### src/rtl/rc_pkg.sv
// Shared definitions for the result checker: FSM encoding and table geometry helpers.
package rc_pkg;

  localparam logic [1:0] S_IDLE = 2'd0;
  localparam logic [1:0] S_RUN  = 2'd1;
  localparam logic [1:0] S_DONE = 2'd2;
  localparam logic [1:0] S_TOUT = 2'd3;

  typedef enum logic [1:0] {
    ST_IDLE = S_IDLE,
    ST_RUN  = S_RUN,
    ST_DONE = S_DONE,
    ST_TOUT = S_TOUT
  } rc_state_t;

  // One table entry holds {mask, data}.
  function automatic int entry_w(input int data_w);
    return 2 * data_w;
  endfunction

  function automatic int addr_w(input int depth);
    return (depth > 1) ? $clog2(depth) : 1;
  endfunction

endpackage

### src/rtl/result_table.sv
// Expected-value table: DEPTH x {mask,data}, one synchronous write port, one asynchronous read port.
module result_table
  import rc_pkg::*;
#(
  parameter int DATA_W = 32,
  parameter int DEPTH  = 32,
  parameter int AW     = addr_w(DEPTH)
) (
  input  logic                       clk,
  input  logic                       we,
  input  logic [AW-1:0]              waddr,
  input  logic [entry_w(DATA_W)-1:0] wdata,
  input  logic [AW-1:0]              raddr,
  output logic [entry_w(DATA_W)-1:0] rdata
);

  localparam int EW = entry_w(DATA_W);

  logic [EW-1:0] mem [DEPTH];

  always_ff @(posedge clk) begin
    if (we) mem[waddr] <= wdata;
  end

  // Combinational read sees the pre-write contents when read and write hit the same entry.
  assign rdata = mem[raddr];

endmodule

### config.mk
export PLATFORM = sky130hd
export DESIGN_NAME = result_table
export DESIGN_NICKNAME = d
export VERILOG_FILES = /design/src/rtl/rc_pkg.sv /design/src/rtl/result_table.sv
export SDC_FILE = /design/constraint.sdc
export NUM_CORES = 2
export LEC_CHECK = 0
export CORE_UTILIZATION = 62
export DETAILED_ROUTE_END_ITERATION = 6
export GPL_TIMING_DRIVEN = 0
export MAX_ROUTING_LAYER = met4
export PLACE_DENSITY = 0.78
export SLEW_MARGIN = 10
export SYNTH_ARGS = -nofsm -noshare
export SYNTH_HDL_FRONTEND = slang
export SYNTH_SLANG_ARGS = --single-unit
### constraint.sdc
create_clock -name clk -period 5.8 [get_ports clk]
set_clock_uncertainty 0.2 [all_clocks]
set_input_delay 1.16 -clock clk [delete_from_list [all_inputs] [get_ports clk]]
set_output_delay 1.16 -clock clk [all_outputs]
set_load 0.005 [all_outputs]
# Word-level counts from Yosys, hierarchy flattened
# Memories as Yosys holds them, arrays and structs flattened.
# Index checks and enable logic that the tools add are counted.
dict set report classes {
  mul 0
  add_sub_neg 0
  n_eq_ne 0
  bitwise_logic 0
  n_mux 2
  order_cmp 0
  div_mod_pow 0
  n_reduce_logical 0
  n_shift 0
}
# operator count
set ops {}
lappend ops {{2-to-1 mux 1 bit} 2}
dict set report totals {
  mem_bits_rw 2048
  n_memories 1
  ff_bits 0
  rom_bits 0
  latch_bits 0
}
# memory depth width rd rd_ports_with_merged_regs wr line_no
set memory_table {}
lappend memory_table {mem 32 64 1 0 1 result_table.sv:19} ;# logic [EW-1:0] mem [DEPTH];

# Longest topological paths before layout
dict set report logic_depth {
  depth_word 2
  ltp_mapped 9
}

# Worst setup path after synthesis
# OpenSTA, ideal clock, no wires.
dict set report synth_timing {
  kind {input -> register}
  start {in waddr[1]}
  end {mem mem[12][0] in the netlist's numbering, enable pin}
  t_required_ps 5114
  path_stages 3
  t_arrival_ps 4496
  setup_time_ps 486
  slack_ps 618
  n_path_buf 1
  path_cell_list {or3b_2 -> clkbuf_1 -> nor2_1}
}
# item line_no
set synth_rtl {}
lappend synth_rtl {{from (decl)} result_table.sv:11} ;# input logic [AW-1:0] waddr,
lappend synth_rtl {{to (decl)} result_table.sv:19}
# Straight into the memory's write port.

# Worst setup path after layout
dict set report layout_timing {
  start {in raddr[4]}
  end {out rdata[28]}
}
dict set report layout_between {
  elab_chain_len 1
}
# item line_no
set layout_lines {}
lappend layout_lines {{from (decl)} result_table.sv:13} ;# input logic [AW-1:0] raddr,
lappend layout_lines {{memory (32 x 64 bit)} --}
lappend layout_lines {{to (decl)} result_table.sv:14} ;# output logic [entry_w(DATA_W)-1:0] rdata
# No other way between the ends.

==> results.md <==
- Status: finished, violations left
- Violated checks: design-rule violations, negative setup slack
- Cell count after synthesis: 3,033
- Top reg by flops: mem
- Cell depth of the worst setup path: 6
- Boundary Pins: 140
- Fillers: 6,343
- Fmax: 171 MHz
- Yosys top cell area share: 0.792
- Sequential cell area: 61,500 µm²
- Crit-path leading delay family: buffers and inverters
- Pwr Total: 30.6 mW
- Leading area contributor after synthesis: edfxtp_1
- Nets: 3,558
- #FFs+latches synth: 2,048
- Core region area: 124,000 µm²
- P_leak: 28.2 nW
- Required time of the critical path: 4440 ps
- # DRC: 18
- WP buf/inv: 4
- Root Driver: clkbuf_16
- Area of the multi-input gates: 15,700 µm²
- Worst slew pin tran: 1280 ps
- Number of instances in the placed design: 4,929
- Synth Flop Type: edfxtp_1
- GRT Total Usage: 0.380
- I/O Buffers: 135
- Post-synth top cells: edfxtp_1 (2,048), mux4_2 (602), mux2_2 (74)
- Die W: 356 µm
- Final setup violation count: 4
- Max reg flops: 2,048
- Post-Route WL: 229 mm
- Die ar.: 127,000 µm²
- Largest net degree at the start of global routing: 33
- Cell Count, Final, Fillers Out: 5,277
- Post-route cell area: 90,300 µm²
- Cts repair resizes: 41
- Most Frequent Cell on Critical Path: clkdlybuf4s50_1
- Syn avg cell area: 25.6 µm²
- Max-cap violations: 0
- Post-synth EDFFs: 2,048
- DRT Pass-1 Iters: 7
- Max layer used: met4
- Setup Buffers After CTS: 0
- Most common cell in the synthesized netlist: edfxtp_1
- Crit path capture type: output port
- Ys Warns: 0
- Die Span Y: 356 µm
- Global-route wire length before repair: 312 mm
- Synth-to-layout area growth: 16.2%
- Startpoint type of the worst setup path: input pin
- Rel. slew slack: 0.147
- Vias per inst: 7.47
- Post-synthesis sequential area ratio: 0.792
- Post-CTS Hold Buffers: 0
- HPWL after DPL: 130 mm
- Routed metal-1 wirelength: 71.6 mm
- Final hold viol count: 0
- Wire length per cell: 43.3 µm
- Netlist cell types: 30
- Largest regs: mem: 2048 flops
- Crit-path cells: clkdlybuf4s50_1, clkbuf_2, clkbuf_1, mux4_2, mux2_2, clkdlybuf4s50_1
- CP Class: input pin to output port
- TritonCTS buffer count: 188
- Pwr/cell area: 339 nW/µm²
- Layout cells sized above 1: 0.338
- Area post-placement: 84,200 µm²
- HP Class: input pin to flip-flop
- Tcrit/Tclk final: 1.01
- CP peak stage delay: 870 ps
- Starting Density: 0.627
- Met3 wire length: 31.8 mm
- Rows: 129
- CTS tree: yes
- Initial antenna violation count: 14
- Grt ovf: 0
- DRT iter0 DRCs: 7,191
- Top post-synthesis cells by area: edfxtp_1 (79%), mux4_2 (17%), mux2_2 (1.1%)
- Worst-path clk slew: 70 ps
- Post-Syn Nets: 3,109
- Final count of pins violating max slew: 0
- Post-route ant nets: 0
- Crit path DAT: 4500 ps
- Number of global-route vias before repair: 40,400
- Clock sink count: 2,048
- VDD IR max: 0.000347 V
- Worst path slowest cell: clkbuf_1
- CP Max Fanout: 10
- Hold WS: 1430 ps
- Post-layout minimum cycle time: 5860 ps
- H-tree levels: 4
- Final setup margin: -61.3 ps
- RSZ-0062 raised after global routing: no
- Final RePlAce weighted congestion: 0.783
- Clock tree buffer depth: 3
- Async set-reset flop share out of synthesis: 0
- DR vias: 39,400
- Met2 routed wirelength: 113 mm
- Worst Hold Depth: 1
- Mapped Area: 77,700 µm²
## path summary, 6_finish.rpt
path                   from          end  slack [ps]
setup / recovery   raddr[4]    rdata[28]         -60
hold / removal    wdata[17]  mem[21][17]        1430
## routing by layer
metal / GRT usage / up-vias
li1: - / 14200
met1: 0.479 / 20500
met2: 0.590 / 3985
met3: 0.0883 / 763
met4: 0.188 / 0
met5: - / -
## report_power, final
group / switching, mW / internal [mW] / leakage [nW] / total [mW]
sequential: 0.0593 / 16.5 / 18.4 / 16.5
clock: 5.51 / 6.82 / 2.93 / 12.3
combinational: 1.01 / 0.763 / 6.79 / 1.78
total: 6.58 / 24.1 / 28.2 / 30.6
## per-stage QoR
stage,setup slack (ps),utilization,TNS [ps]
after CTS,2.03,0.728,0
after floorplan,618,-,0
after detailed placement,-616,0.679,-22000
final,-61.3,0.728,-177
after global routing,14.9,0.728,0
after global placement,-4280,0.654,-8044260
## layout make-up
class	instances	share of cell area
clock buffers	223	0.0552
diodes	14	0.000388
plain buffers	156	0.00966
multi-input cells	828	0.174
repair buffers	259	0.0464
flip-flops and latches	2048	0.681
inverters	1	0.0000416
clock inverters	111	0.0107
well taps	1637	0.0227
## cells in the final DEF (no fill, tap or decap), types with 3 or more instances in the layout
cell type        instances
clkdlybuf4s15_2          7
clkinv_2                42
nor2_4                  32
edfxtp_1              2048
and2_1                   3
buf_16                  47
buf_6                    3
clkbuf_4                 5
o21ai_0                  9
buf_4                   17
o31a_1                   3
o211ai_1                 3
clkinvlp_4               6
clkbuf_2                34
o2bb2ai_1                3
o22ai_1                 10
nand3b_1                 5
mux2i_1                 38
clkbuf_1                48
diode_2                 14
clkdlybuf4s50_1        135
nor2_1                   9
nand2_1                  3
clkinv_1                40
inv_6                    5
clkbuf_16              195
bufinv_16               16
mux2_2                  74
nor2b_1                  4
a221oi_1                12
buf_12                  77
buf_1                    9
o221ai_1                 3
a211oi_1                 3
a22oi_1                  3
buf_2                   59
mux4_2                 602
## cell families after synthesis
group / share of synthesized area
multiplexers: 0.190
AO/OA/AOI/OAI: 0.00474
AND/OR/NAND/NOR: 0.00385
buffers and inverters: 0.00960
flip-flops: 0.792
Note: power is estimated with default switching activity, not from simulation.
==> variant (same flow settings) <==
The parameter `DATA_W` goes from 32 to 36.
--- a/src/rtl/result_table.sv
+++ b/src/rtl/result_table.sv
@@ -4,3 +4,3 @@
 #(
-  parameter int DATA_W = 32,
+  parameter int DATA_W = 36,
   parameter int DEPTH  = 32,
Ports: changed (resized rdata and wdata); port bits go from 140 to 156. No check against the original RTL was run, so the function may have changed too.
==> variant against the original RTL <==
The flow finishes with violations (setup timing); synthesized area increased by 13%; maximum frequency decreased by 2.5%; die area increased by 13%; first-iteration DRC count increased by 14%; sequential power increased by 13%; worst setup slack got worse by 0.15 ns; sequential cell count increased by 256; wire length increased by 7.2%; design area increased by 13%; non-clock buffer count increased by 100; total power increased by 12%; critical path type unchanged.
==> variant: results (changes against the original RTL) <==
- Final setup viols: 31 (+27)
- Sequential share of the synthesized area: 78.91% (-0.25 points)
- Area occupied by multi-input gates: 17550 sq um (+12%)
- Drt total wl: 244.9 mm (+7.2%)
- Cell Area, Placed: 94570 sq um (+12%)
- Total CTS buffers: 215 (+14%)
- Routed wire length per instance: 36.56 um (-16%)
- Max stage delay on crit path: 0.64 ns (-0.23 ns)
- Yosys cell types: 31 (+3.3%)
- Ys Warns: 0 (unchanged)
- Top cells by count, synth: edfxtp_1, mux2i_1, a22oi_1
- Fillers: 7610 (+20%)
- Via count: 47600 (+21%)
- Fraction of layout cells with a size suffix above 1: 19.36% (-14 points)
- DP HPWL: 151.5 mm (+16%)
- Pleak: 33.25 nW (+18%)
- Post-synth top flop: edfxtp_1
- Outcome: finished, violations left
- H-tree lvl count: 4 (unchanged)
- Max VDD drop: 0.2829 mV (-19%)
- Met3 wire len: 34.77 mm (+9.2%)
- Metal2 WL: 116.2 mm (+3.0%)
- All-Layer GR Usage: 35.64% (-2.4 points)
- Hold Path Class: in2reg
- Global-route wire length before repair: 341.8 mm (+9.5%)
- Final net count: 4715 (+33%)
- HP Start: wdata[25]
- CP Data Arrival Time: 4.65 ns (+0.15 ns)
- Final TNS setup: -1.784 ns (-1.607 ns)
- Hold endpoint: mem[22][25]$_DFFE_PP_
- Switch share: 21.50% (about the same)
- Syn_nets: 4220 (+36%)
- First-iteration detailed-routing DRC count: 8222 (+14%)
- EDFF count, synth: 2304 (+13%)
- Slowest cell on crit path: clkdlybuf4s50_1
- WHS: 1.411 ns (-0.01903 ns)
- Post-placement worst setup slack: -0.8535 ns (-0.2373 ns)
- Crit path from: raddr[3]
- Relative slew slack: 11.95% (-2.7 points)
- Synth top area cells: edfxtp_1, mux4_2, mux2i_1, a22oi_1, nand3_1
- Mapped Cells: 4136 (+36%)
- Routed met1 length: 82.14 mm (+15%)
- Failing checks: setup timing
- Initial antenna violation count: 12 (-2)
- Routability cong.: 0.8543 (+9.1%)
- PortBufs: 152 (+13%)
- Yosys top cell area share: 78.91% (-0.25 points)
- CP top delay family: buffers and inverters
- Hold Crit Depth: 1 (unchanged)
- DP Cell Count: 6290 (+28%)
- Final setup margin: -0.2133 ns (-0.1520 ns)
- Top Registers: mem (2304)
-- variant: cells by family after synthesis --
| logic type | after synthesis | share of synthesized area, % |
|---|---|---|
| AOI/OAI and AO/OA | 477 | 4.070 |
| DFF | 2304 | 78.91 |
| buffers and inverters | 237 | 1.460 |
| and+or+nand+nor | 262 | 1.560 |
| muxes | 856 | 14.00 |
-- variant: cell type report --
| cell class | instances | share of cell area (%) |
|---|---|---|
| multi-input combinational | 1595 | 17.26 |
| sequential | 2304 | 68.04 |
| buffer | 235 | 1.416 |
| tap | 1876 | 2.308 |
| clock buffer | 278 | 5.565 |
| timing repair buffer | 280 | 4.250 |
| antenna | 15 | 0.03691 |
| clock inverter | 116 | 1.127 |
-- variant: power groups by stage --
| stage | Sequential [mW] | Clock, mW | Combinational, mW |
|---|---|---|---|
| detailed placement | 18.9 | 0 | 1.89 |
| CTS | 18.6 | 13.8 | 1.93 |
| global route | 18.6 | 14.4 | 2.03 |
| floorplan | 18.9 | 0 | 0.917 |
| finish | 18.6 | 13.8 | 1.97 |
| global placement | 19.0 | 0 | 1.78 |
-- variant: per-layer routing --
metal	global-route usage, %	vias to the layer above
met5	-	-
met4	15.93	0
met3	8.988	791
met2	54.25	4211
met1	45.89	24180
li1	-	18420
-- variant: timing repair --
item                                    in CTS  in global routing
endpoints found under the hold margin        0                  0
pin swaps                                    1                  0
gates resized for setup                     75                 29
endpoints found under the setup margin      72                 34
hold buffers                                 0                  0
buffers inserted                             2                  0
-- variant: worst max-delay path by stage --
stage / end / slack (ns)
after floorplan: mem[12][0]$_DFFE_PP_ / 0.27
after global placement: mem[6][35]$_DFFE_PP_ / -4.94
after detailed placement: rdata[5] / -0.85
after CTS: rdata[9] / -0.0002
after global routing: rdata[67] / -0.004
final: rdata[0] / -0.21
